===== config.mk =====
export PLATFORM = sky130hd
export DESIGN_NAME = mem_port_arbiter_flat
export DESIGN_NICKNAME = d
export VERILOG_FILES = /design/src/rtl/mem_port_arbiter_pkg.sv /design/src/rtl/mem_port_arbiter_if.sv /design/src/rtl/mem_port_arbiter_arb_grant.sv /design/src/rtl/mem_port_arbiter.sv /design/src/flat_wrapper.sv
export SDC_FILE = /design/constraint.sdc
export NUM_CORES = 1
export LEC_CHECK = 0
export BUFFER_PORTS_ARGS = -buffer_cell sky130_fd_sc_hd__buf_4
export CELL_PAD_IN_SITES_DETAIL_PLACEMENT = 1
export CELL_PAD_IN_SITES_GLOBAL_PLACEMENT = 1
export CORE_MARGIN = 2
export CORE_UTILIZATION = 31
export CTS_CLUSTER_SIZE = 16
export DETAILED_ROUTE_END_ITERATION = 16
export GPL_TIMING_DRIVEN = 1
export HOLD_SLACK_MARGIN = 0.1
export PLACE_DENSITY = 0.93
export SYNTH_ARGS = -nofsm -noshare
export SYNTH_HDL_FRONTEND = slang
export SYNTH_HIERARCHICAL = 1
export SYNTH_SLANG_ARGS = --single-unit

===== constraint.sdc =====
create_clock -name clk -period 3.8 [get_ports clk]
set_clock_uncertainty 0.15 [all_clocks]
set_input_delay 1.14 -clock clk [delete_from_list [all_inputs] [get_ports clk]]
set_output_delay 1.14 -clock clk [all_outputs]
set_load 0.1 [all_outputs]

===== src/rtl/mem_port_arbiter_pkg.sv =====
// Shared types and constants for the instruction/data memory-port arbiter.
// Round-robin arbitration is compiled in only when ARB_ROUND_ROBIN_EN is defined.
package mem_port_arbiter_pkg;

   localparam int DEF_ADDR_W = 32;
   localparam int DEF_DATA_W = 32;

   typedef enum logic [1:0] {
      IDLE = 2'd0,
      ADDR = 2'd1,
      WAIT = 2'd2
   } state_t;

   typedef enum logic [1:0] {
      NONE = 2'd0,
      INST = 2'd1,
      DATA = 2'd2
   } owner_t;

   // Bit positions inside the one-hot grant vector
   localparam int GNT_INST = 0;
   localparam int GNT_DATA = 1;

   localparam logic LAST_INST = 1'b0;
   localparam logic LAST_DATA = 1'b1;

endpackage


===== src/rtl/mem_port_arbiter_if.sv =====
// Shared SRAM-like memory port between the arbiter (master) and the memory bridge (slave).
// Build option: ARB_ROUND_ROBIN_EN (affects the arbiter only, not this interface).
interface mem_port_arbiter_if
   import mem_port_arbiter_pkg::*;
#(
   parameter int ADDR_W = DEF_ADDR_W,
   parameter int DATA_W = DEF_DATA_W
);

   logic                  mem_req;
   logic                  mem_wr;
   logic [DATA_W/8-1:0]   mem_wstrb;
   logic [ADDR_W-1:0]     mem_addr;
   logic [DATA_W-1:0]     mem_wdata;
   logic                  mem_addr_ok;
   logic                  mem_data_ok;
   logic [DATA_W-1:0]     mem_rdata;

   modport master (
      output mem_req, mem_wr, mem_wstrb, mem_addr, mem_wdata,
      input  mem_addr_ok, mem_data_ok, mem_rdata
   );

   modport slave (
      input  mem_req, mem_wr, mem_wstrb, mem_addr, mem_wdata,
      output mem_addr_ok, mem_data_ok, mem_rdata
   );

endinterface


===== src/rtl/mem_port_arbiter_arb_grant.sv =====
// Combinational winner select between the instruction and data requesters.
// With ARB_ROUND_ROBIN_EN defined, ties go to the requester not granted last; otherwise data wins.
module arb_grant
   import mem_port_arbiter_pkg::*;
(
   input  logic       inst_req,
   input  logic       data_req,
`ifdef ARB_ROUND_ROBIN_EN
   input  logic       last_grant,
`endif
   output logic [1:0] grant
);

   always_comb begin
      grant = 2'b00;
      if (data_req && inst_req) begin
`ifdef ARB_ROUND_ROBIN_EN
         if (last_grant == LAST_DATA)
            grant[GNT_INST] = 1'b1;
         else
            grant[GNT_DATA] = 1'b1;
`else
         grant[GNT_DATA] = 1'b1;
`endif
      end else if (data_req) begin
         grant[GNT_DATA] = 1'b1;
      end else if (inst_req) begin
         grant[GNT_INST] = 1'b1;
      end
   end

endmodule


===== src/rtl/mem_port_arbiter.sv =====
// Shares one SRAM-like port between IF fetches and EX/MEM data accesses, one transaction at a time.
// Build option: ARB_ROUND_ROBIN_EN selects round-robin tie-breaking instead of data-first priority.
module mem_port_arbiter
   import mem_port_arbiter_pkg::*;
#(
   parameter int ADDR_W = DEF_ADDR_W,
   parameter int DATA_W = DEF_DATA_W
) (
   input  logic                clk,
   input  logic                rst,

   input  logic                inst_req,
   input  logic [ADDR_W-1:0]   inst_addr,
   output logic                inst_addr_ok,
   output logic                inst_data_ok,
   output logic [DATA_W-1:0]   inst_rdata,

   input  logic                data_req,
   input  logic                data_wr,
   input  logic [DATA_W/8-1:0] data_wstrb,
   input  logic [ADDR_W-1:0]   data_addr,
   input  logic [DATA_W-1:0]   data_wdata,
   output logic                data_addr_ok,
   output logic                data_data_ok,
   output logic [DATA_W-1:0]   data_rdata,

   mem_port_arbiter_if.master  mem,

   output logic                stallreq_for_mem
);

   state_t              state_q, state_d;
   owner_t              owner_q, owner_d;
   logic                wr_q, wr_d;
   logic [DATA_W/8-1:0] wstrb_q, wstrb_d;
   logic [ADDR_W-1:0]   addr_q, addr_d;
   logic [DATA_W-1:0]   wdata_q, wdata_d;
   logic [1:0]          grant;
   logic                complete;

`ifdef ARB_ROUND_ROBIN_EN
   logic                last_grant_q, last_grant_d;
`endif

   arb_grant u_arb_grant (
      .inst_req   (inst_req),
      .data_req   (data_req),
`ifdef ARB_ROUND_ROBIN_EN
      .last_grant (last_grant_q),
`endif
      .grant      (grant)
   );

   always_ff @(posedge clk) begin
      if (rst) begin
         state_q <= IDLE;
         owner_q <= NONE;
         wr_q    <= 1'b0;
         wstrb_q <= '0;
         addr_q  <= '0;
         wdata_q <= '0;
`ifdef ARB_ROUND_ROBIN_EN
         last_grant_q <= LAST_INST;
`endif
      end else begin
         state_q <= state_d;
         owner_q <= owner_d;
         wr_q    <= wr_d;
         wstrb_q <= wstrb_d;
         addr_q  <= addr_d;
         wdata_q <= wdata_d;
`ifdef ARB_ROUND_ROBIN_EN
         last_grant_q <= last_grant_d;
`endif
      end
   end

   // Grant only from IDLE, so a new grant lands no earlier than the cycle after completion
   always_comb begin
      state_d      = state_q;
      owner_d      = owner_q;
      wr_d         = wr_q;
      wstrb_d      = wstrb_q;
      addr_d       = addr_q;
      wdata_d      = wdata_q;
      inst_addr_ok = 1'b0;
      data_addr_ok = 1'b0;
      complete     = 1'b0;
`ifdef ARB_ROUND_ROBIN_EN
      last_grant_d = last_grant_q;
`endif
      case (state_q)
         IDLE: begin
            if (grant != 2'b00) begin
               inst_addr_ok = grant[GNT_INST];
               data_addr_ok = grant[GNT_DATA];
               owner_d      = grant[GNT_DATA] ? DATA : INST;
               wr_d         = grant[GNT_DATA] ? data_wr : 1'b0;
               wstrb_d      = grant[GNT_DATA] ? data_wstrb : '0;
               addr_d       = grant[GNT_DATA] ? data_addr : inst_addr;
               wdata_d      = grant[GNT_DATA] ? data_wdata : '0;
               state_d      = ADDR;
`ifdef ARB_ROUND_ROBIN_EN
               last_grant_d = grant[GNT_DATA] ? LAST_DATA : LAST_INST;
`endif
            end
         end
         ADDR: begin
            if (mem.mem_addr_ok) begin
               if (mem.mem_data_ok) begin
                  complete = 1'b1;
                  owner_d  = NONE;
                  state_d  = IDLE;
               end else begin
                  state_d  = WAIT;
               end
            end
         end
         WAIT: begin
            if (mem.mem_data_ok) begin
               complete = 1'b1;
               owner_d  = NONE;
               state_d  = IDLE;
            end
         end
         default: begin
            owner_d = NONE;
            state_d = IDLE;
         end
      endcase
   end

   assign mem.mem_req   = (state_q == ADDR);
   assign mem.mem_wr    = (state_q == ADDR) & wr_q;
   assign mem.mem_wstrb = (state_q == ADDR) ? wstrb_q : '0;
   assign mem.mem_addr  = (state_q == ADDR) ? addr_q  : '0;
   assign mem.mem_wdata = (state_q == ADDR) ? wdata_q : '0;

   assign inst_data_ok = complete & (owner_q == INST);
   assign data_data_ok = complete & (owner_q == DATA);

   // Read data is steered only to the current owner; the other side sees zero
   assign inst_rdata = ((state_q != IDLE) && (owner_q == INST)) ? mem.mem_rdata : '0;
   assign data_rdata = ((state_q != IDLE) && (owner_q == DATA)) ? mem.mem_rdata : '0;

   assign stallreq_for_mem = (data_req & ~data_addr_ok)
                           | ((state_q != IDLE) & (owner_q == DATA) & ~data_data_ok);

endmodule


===== src/flat_wrapper.sv =====
// flat-port wrapper written by rule: the top's interface ports become plain ports
module mem_port_arbiter_flat import mem_port_arbiter_pkg::*;
#(
   parameter int ADDR_W = DEF_ADDR_W,
   parameter int DATA_W = DEF_DATA_W
)
  (clk, rst, inst_req, inst_addr, inst_addr_ok, inst_data_ok, inst_rdata, data_req, data_wr, data_wstrb, data_addr, data_wdata, data_addr_ok, data_data_ok, data_rdata, stallreq_for_mem, mem_mem_req, mem_mem_wr, mem_mem_wstrb, mem_mem_addr, mem_mem_wdata, mem_mem_addr_ok, mem_mem_data_ok, mem_mem_rdata);
  mem_port_arbiter_if #(.ADDR_W(ADDR_W), .DATA_W(DATA_W)) mem_i ();
  input  logic clk;
  input  logic rst;
  input  logic inst_req;
  input  logic [ADDR_W-1:0] inst_addr;
  output logic inst_addr_ok;
  output logic inst_data_ok;
  output logic [DATA_W-1:0] inst_rdata;
  input  logic data_req;
  input  logic data_wr;
  input  logic [DATA_W/8-1:0] data_wstrb;
  input  logic [ADDR_W-1:0] data_addr;
  input  logic [DATA_W-1:0] data_wdata;
  output logic data_addr_ok;
  output logic data_data_ok;
  output logic [DATA_W-1:0] data_rdata;
  output logic stallreq_for_mem;
  output wire logic [$bits(mem_i.mem_req)-1:0] mem_mem_req;
  output wire logic [$bits(mem_i.mem_wr)-1:0] mem_mem_wr;
  output wire logic [$bits(mem_i.mem_wstrb)-1:0] mem_mem_wstrb;
  output wire logic [$bits(mem_i.mem_addr)-1:0] mem_mem_addr;
  output wire logic [$bits(mem_i.mem_wdata)-1:0] mem_mem_wdata;
  input wire logic [$bits(mem_i.mem_addr_ok)-1:0] mem_mem_addr_ok;
  input wire logic [$bits(mem_i.mem_data_ok)-1:0] mem_mem_data_ok;
  input wire logic [$bits(mem_i.mem_rdata)-1:0] mem_mem_rdata;
  assign mem_mem_req = mem_i.mem_req;
  assign mem_mem_wr = mem_i.mem_wr;
  assign mem_mem_wstrb = mem_i.mem_wstrb;
  assign mem_mem_addr = mem_i.mem_addr;
  assign mem_mem_wdata = mem_i.mem_wdata;
  assign mem_i.mem_addr_ok = mem_mem_addr_ok;
  assign mem_i.mem_data_ok = mem_mem_data_ok;
  assign mem_i.mem_rdata = mem_mem_rdata;
  mem_port_arbiter #(.ADDR_W(ADDR_W), .DATA_W(DATA_W)) u_core (.clk(clk), .rst(rst), .inst_req(inst_req), .inst_addr(inst_addr), .inst_addr_ok(inst_addr_ok), .inst_data_ok(inst_data_ok), .inst_rdata(inst_rdata), .data_req(data_req), .data_wr(data_wr), .data_wstrb(data_wstrb), .data_addr(data_addr), .data_wdata(data_wdata), .data_addr_ok(data_addr_ok), .data_data_ok(data_data_ok), .data_rdata(data_rdata), .mem(mem_i), .stallreq_for_mem(stallreq_for_mem));
endmodule

==> run_results.csv, run 1 <==
group,metric,value,unit
outcome,status,"complete, no violations",
final_layout,layout_net_count,854,
clock_tree,cts.htree.levels,3,
setup_path,cp.arrival,2.05,ns
setup_path,worst_path_largest_cell_delay,0.30,ns
synth,muxShareOfSynthArea,8.20,%
grt,grt.overflow.total,0,
detailed_routing,dr_total_vias,4281,
synth,complex_gate_fraction_of_the_synthesized_area,18.8,%
setup_path,worst_path_max_delay_cell,"buf_4",
timing,rsz0062_at_grt,"no",
final_layout,antenna-diode-count,0,
power_and_ir_drop,power.share.clock,24.2,%
power_and_ir_drop,power.share.combinational,48.1,%
hold_path,min_path_cells,2,
power_and_ir_drop,power_leakage,3.17,nW
clock_tree,tritoncts,"yes",
setup_path,worstReg2RegStart,"u_core/state_q[1]",
power_and_ir_drop,switching_share,47.6,%
grt,grt_pass1_vias,4731,
synth,postSynthAreaPerCell,8.84,sq um
clock_tree,cts.repair.resized,0,
timing,slew_headroom,31.0,%
setup_path,critical_path_cell_count,5,
detailed_routing,drtAntennaViolNets,0,
synth,post_synth_fa_ha_maj_area_fraction,0.932,%
final_layout,final_cell_count_no_fill,889,
power_and_ir_drop,power_frac_seq,27.7,%
grt,gr-usage-all-layers,21.2,%
clock_tree,cts_hold_repair.buffers,0,
clock_tree,number_of_cts_inserted_buffers,9,
detailed_routing,detailedRoute.firstIterationViolations,203,
setup_path,crit_path_capture_type,"output port",
floorplan,floorplan.core_area,12700,sq um
clock_tree,worst_skew_pair.late_latency,0.33,ns
final_layout,flow.area_growth_from_synthesis,60.7,%
timing,period_share,87.8,%
setup_path,worst_reg2reg_path_length_in_cells,7,
timing,post_route_minimum_period,3.34,ns
synth,synth_top_family_by_area,"simple AND/OR/NAND/NOR gates",
power_and_ir_drop,internal_power,1.77,mW
floorplan,die_area,13900,sq um
detailed_routing,post-route-drc-count,0,
final_layout,register_area,1460,sq um
floorplan,floorplan.die.height,118,microns
floorplan,chip_width,118,microns
timing,fmax,0.300,GHz
synth,synth_cells,456,
setup_path,crit_buf_inv,2,
final_layout,layout.cells.most_common,"buf_4",
synth,synth.cell_area,4030,sq um
floorplan,boundaryPins,278,
clock_tree,clockBufferDepth,2,
clock_tree,cts_setup_buffers,0,
timing,timing.setup.tns,0,ns
synth,postSynthNetCount,598,
hold_path,worst_hold_launch,"u_core/wdata_q[21]",
timing,final_hold_viol_count,0,
synth,synth-simple-area-share,29.8,%
synth,synth-seq-area-share,36.3,%
hold_path,hold_end,"u_core/wdata_q[21]",
clock_tree,clkTransAtPathRegs,0.07,ns
setup_path,cp_common_cell,"buf_4",
grt,grt_pass1_wl,23800,microns
floorplan,start_util,31.8,%
final_layout,final_cell_mix,"buf_4, and2_1, nor2_1, dfxtp_1, a22oi_1",
synth,synth.ff_latch_count,73,
setup_path,crit_path_cell_trace,"buf_4 -> a21o_1 -> nand3_1 -> a22o_1 -> buf_4",
power_and_ir_drop,powerDensity,520,nW/um^2
clock_tree,clock-sinks,73,
setup_path,critical_path.top_delay_family,"buffers and inverters",
clock_tree,cts_root_buffer,"clkbuf_16",
detailed_routing,drt_pass1_iterations,4,
power_and_ir_drop,p_sw,1.60,mW
grt,number_of_antenna_violations_at_the_first_check_in_global_routing,0,
final_layout,final_layout_size_suffix_gt1_share,47.1,%
grt,grt_start_max_net_pins,65,
power_and_ir_drop,power.ir.vdd_worst,0.234,mV
detailed_routing,wirelength,15200,microns
placed_design,number_of_i_o_port_buffers,277,
timing,drv_slew,0,
setup_path,start_kind,"input pin",
timing,timing.final.setup_violations,0,
placed_design,place.detailed.hpwl,11900,microns
setup_path,worst-setup-path-type,"input pin to output port",
placed_design,finalWeightedCongestion,0.770,
hold_path,hp-class,"register to register",
detailed_routing,wirelength_per_cell,17.1,microns
final_layout,multi_input_comb_area,2330,sq um
placed_design,numPlacedInstances,873,
setup_path,setup.reg_to_reg.worst_slack,1.80,ns
floorplan,core.rowCount,41,
synth,synth.distinct_cells,28,
timing,worst_pin_slew,1.03,ns
detailed_routing,avgViaCountPerCell,4.82,
synth,synth_xor_area_share,0,%
setup_path,required,2.51,ns
job,cap_viol_max_count,0,
final_layout,finish.utilization,51.1,%
synth,synthesis.yosys.warnings,6,
setup_path,r2r-end,"u_core/wdata_q[30]",
final_layout,filler_cell_count,1517,
setup_path,critical_path_peak_fanout,3,
## tightest hold or removal path: cells and delay by family, from the launching register on
family | cells | cell delay (ns)
simple gates | 1 | 0.07
flops | 1 | 0.33
compound gates | 1 | 0.06
## layer usage
metal	vias to the layer above	part of all wire, %	global-route usage (%)
li1	2042	-	-
met1	2027	35	19.9
met2	175	54	41.0
met3	37	7.2	6.30
met4	0	3.6	10.5
met5	-	0	0
## cell usage after synthesis
library cell	count	share of area, %
nand3_1	2	0.25
a21o_1	1	0.19
a41o_1	1	0.25
and2_1	134	21
nand2b_1	2	0.31
a211oi_1	2	0.37
nand2_1	3	0.28
nor3_1	3	0.37
o21ai_4	1	0.40
inv_1	4	0.37
inv_2	1	0.093
clkbuf_1	21	2.0
nor3b_2	1	0.31
o21a_1	1	0.19
buf_4	7	1.3
a31o_1	1	0.22
o32ai_1	1	0.22
nor2_1	73	6.8
dfxtp_1	73	36
a211oi_2	30	9.3
buf_6	4	1.1
o311a_1	2	0.50
mux2i_1	33	8.2
nor2b_1	4	0.62
buf_2	10	1.2
a22oi_1	37	6.9
ha_1	3	0.93
a22o_1	1	0.22
## through the flow
stage          cell area (sq um)  power (mW)  worst slack (ns)  hold WS [ns]
6_report                    6470        3.37             0.465         0.345
5_1_grt                     6470        3.52             0.308         0.378
4_1_cts                     6470        3.40             0.447         0.350
3_5_place_dp                6190        2.57             0.465         0.330
3_3_place_gp                6190        2.52             0.445         0.315
2_1_floorplan               4030        2.19            -0.450         0.302
## final cells by class
class	count	share of cell area [%]
well taps	172	3.32
repair buffers	287	33.5
clock buffers	9	3.48
flip-flops and latches	73	22.6
multi-input cells	336	35.9
clock inverters	7	0.928
inverters	5	0.290
## flip-flops by register name, summed over array words and instances, names as in the netlist
| name | flops |
|---|---|
| u_core/wdata_q | 32 |
| u_core/wr_q | 1 |
| u_core/addr_q | 32 |
| u_core/owner_q | 2 |
| u_core/state_q | 2 |
| u_core/wstrb_q | 4 |
## power by group through the flow
| stage | combinational (mW) | sequential (mW) | clock (mW) |
|---|---|---|---|
| floorplan | 1.26 | 0.926 | 0 |
| global placement | 1.58 | 0.935 | 0 |
| detailed placement | 1.63 | 0.947 | 0 |
| CTS | 1.63 | 0.931 | 0.837 |
| global route | 1.70 | 0.943 | 0.871 |
| finish | 1.62 | 0.932 | 0.816 |
## logic make-up after synthesis
group	after synthesis
and+or+nand+nor	222
AOI/OAI and AO/OA	78
DFF	73
buffers and inverters	47
muxes	33
adders and majority gates	3
## worst max-delay path by stage
| stage | slack (ns) | start | to |
|---|---|---|---|
| 2_1_floorplan | -0.45 | u_core/state_q[1] | data_data_ok |
| 3_3_place_gp | 0.44 | mem_mem_addr_ok | stallreq_for_mem |
| 3_5_place_dp | 0.47 | mem_mem_addr_ok | stallreq_for_mem |
| 4_1_cts | 0.45 | u_core/state_q[1] | stallreq_for_mem |
| 5_1_grt | 0.31 | u_core/state_q[0] | stallreq_for_mem |
| 6_report | 0.46 | mem_mem_addr_ok | stallreq_for_mem |
Note: power is estimated with default switching activity, not from simulation.
==> inputs of run 2 (changes only) <==
--- a/config.mk
+++ b/config.mk
@@ -7,4 +7,5 @@
 export LEC_CHECK = 0
 export BUFFER_PORTS_ARGS = -buffer_cell sky130_fd_sc_hd__buf_4
+export CAP_MARGIN = 15
 export CELL_PAD_IN_SITES_DETAIL_PLACEMENT = 1
 export CELL_PAD_IN_SITES_GLOBAL_PLACEMENT = 1
==> constraint.sdc (replaced) <==
create_clock -name clk -period 3.8 [get_ports clk]
set_clock_uncertainty 0.15 [all_clocks]
set_input_delay 0.95 -clock clk [delete_from_list [all_inputs] [get_ports clk]]
set_output_delay 0.95 -clock clk [all_outputs]
set_load 0.1 [all_outputs]
==> run_results.csv, run 2 (synthesis results as in run 1) <==
group,metric,value,unit
timing,timing.final.setup_violations,0,
power_and_ir_drop,powerDensity,518,nW/um^2
detailed_routing,wirelength,15200,microns
setup_path,critical_path_peak_fanout,41,
clock_tree,clockBufferDepth,2,
clock_tree,worst_skew_pair.late_latency,0.32,ns
detailed_routing,met2_wl,8460,microns
setup_path,worst_path_max_delay_cell,"ha_2",
setup_path,cp_common_cell,"buf_4",
clock_tree,cts_setup_buffers,0,
setup_path,worst_path_largest_cell_delay,0.56,ns
grt,grt_start_max_net_pins,65,
final_layout,layout.cells.most_common,"buf_4",
setup_path,crit_path_cell_trace,"inv_1 -> ha_2 -> buf_4 -> and2_1 -> buf_4",
detailed_routing,met1_length,5400,microns
detailed_routing,wirelength_per_cell,17.1,microns
power_and_ir_drop,power.share.combinational,48.4,%
floorplan,core.rowCount,41,
timing,slew_headroom,34.3,%
power_and_ir_drop,power_leakage,3.16,nW
setup_path,critical_path.top_delay_family,"buffers and inverters",
placed_design,post_dp_cell_area,6170,sq um
detailed_routing,met3_wl_post_dr,1140,microns
final_layout,final_layout_size_suffix_gt1_share,47.0,%
timing,post-route-worst-setup-slack,0.416,ns
clock_tree,tritoncts,"yes",
setup_path,crit_path_capture_type,"output port",
detailed_routing,top_layer,"met4",
final_layout,antenna-diode-count,0,
grt,grt.overflow.total,0,
hold_path,min_path_cells,2,
power_and_ir_drop,power_frac_seq,27.8,%
setup_path,worstReg2RegStart,"u_core/state_q[1]",
clock_tree,number_of_cts_inserted_buffers,9,
job,cap_viol_max_count,0,
detailed_routing,drt_pass1_iterations,6,
timing,period_share,89.1,%
power_and_ir_drop,internal_power,1.76,mW
setup_path,worst_reg2reg_path_length_in_cells,7,
grt,grt_pass1_wl,23800,microns
clock_tree,cts.repair.resized,0,
clock_tree,clkTransAtPathRegs,0.06,ns
setup_path,setup.reg_to_reg.worst_slack,1.80,ns
placed_design,number_of_i_o_port_buffers,277,
power_and_ir_drop,power.share.clock,23.7,%
grt,grt_pass1_vias,4588,
timing,drv_slew,0,
hold_path,hp-class,"register to register",
placed_design,place.detailed.hpwl,11800,microns
setup_path,worst-setup-path-type,"register to output port",
clock_tree,cts_root_buffer,"clkbuf_16",
floorplan,die_area,13900,sq um
grt,number_of_antenna_violations_at_the_first_check_in_global_routing,0,
detailed_routing,avgViaCountPerCell,4.79,
placed_design,finalWeightedCongestion,0.775,
setup_path,start_kind,"register",
power_and_ir_drop,switching_share,47.4,%
floorplan,start_util,31.8,%
outcome,status,"complete, no violations",
detailed_routing,drtAntennaViolNets,0,
detailed_routing,dr_total_vias,4248,
clock_tree,cts.htree.levels,3,
timing,timing.setup.tns,0,ns
clock_tree,cts_hold_repair.buffers,0,
timing,final_hold_viol_count,0,
clock_tree,clock-sinks,73,
power_and_ir_drop,power.ir.vdd_worst,0.245,mV
final_layout,flow.area_growth_from_synthesis,60.2,%
floorplan,boundaryPins,278,
grt,gr-usage-all-layers,21.2,%
placed_design,placement.setup.worst_slack,0.761,ns
detailed_routing,post-route-drc-count,0,
hold_path,hold_end,"u_core/wdata_q[22]",
timing,rsz0062_at_grt,"no",
floorplan,floorplan.die.height,118,microns
timing,fmax,0.296,GHz
floorplan,floorplan.core_area,12700,sq um
hold_path,worst_hold_launch,"u_core/wdata_q[22]",
setup_path,crit_buf_inv,3,
power_and_ir_drop,p_sw,1.59,mW
final_layout,final_cell_mix,"buf_4, and2_1, nor2_1, dfxtp_1, a22oi_1",
floorplan,chip_width,118,microns
detailed_routing,detailedRoute.firstIterationViolations,135,
final_layout,final_design_area_no_fill,6450,sq um
final_layout,layout_net_count,852,
timing,finalHoldWorstSlack,0.342,ns
setup_path,required,2.70,ns
final_layout,reg_top3,"u_core/addr_q x32, u_core/wdata_q x32, u_core/wstrb_q x4",
setup_path,cp.arrival,2.28,ns
timing,post_route_minimum_period,3.38,ns
setup_path,r2r-end,"u_core/wdata_q[26]",
timing,worst_pin_slew,0.982,ns
[run 2: how the worst max path moves through the flow]
stage	start	to	slack, ns	cells after the start
2_1_floorplan	u_core/state_q[1]	data_data_ok	-0.26	6
3_3_place_gp	inst_req	inst_addr_ok	0.80	4
3_5_place_dp	data_req	inst_addr_ok	0.76	4
4_1_cts	u_core/state_q[1]	mem_mem_wstrb[3]	0.41	5
5_1_grt	u_core/state_q[1]	mem_mem_wstrb[2]	0.28	5
6_report	u_core/state_q[1]	mem_mem_wstrb[3]	0.42	5
[run 2: area by class of cell]
class,count,area (sq um)
flip-flops and latches,73,1460
fillers,1550,6220
clock inverters,7,53.8
inverters,5,18.8
repair buffers,285,2150
clock buffers,9,225
multi-input cells,336,2330
well taps,172,215
[run 2: layer usage]
layer  up-vias  track usage, %
li1       2043               -
met1      2031            20.3
met2       160            42.2
met3        14            6.98
met4         0            6.10
met5         -               0
[run 2: worst register-to-register path, delay by kind of cell, from the launching register on]
| family | cells | cell delay, ns |
|---|---|---|
| adder cells (fa/ha/maj) | 1 | 0.39 |
| AO/OA/AOI/OAI | 1 | 0.21 |
| AND/OR/NAND/NOR | 2 | 0.31 |
| buffers and inverters | 3 | 0.57 |
| flip-flops | 1 | 0.32 |
[run 2: power by group through the flow]
stage	clock network (mW)	registers (mW)	logic, mW
global placement	0	0.935	1.58
global route	0.856	0.943	1.70
CTS	0.820	0.931	1.63
detailed placement	0	0.946	1.62
finish	0.794	0.931	1.62
floorplan	0	0.926	1.26
[run 2: metrics by stage]
step	total power, mW	utilization, %	instances
after floorplan	2.19	-	456
after global placement	2.51	48.7	871
final	3.34	50.9	887
after detailed placement	2.57	48.7	871
after global routing	3.50	50.9	887
after CTS	3.38	50.9	887
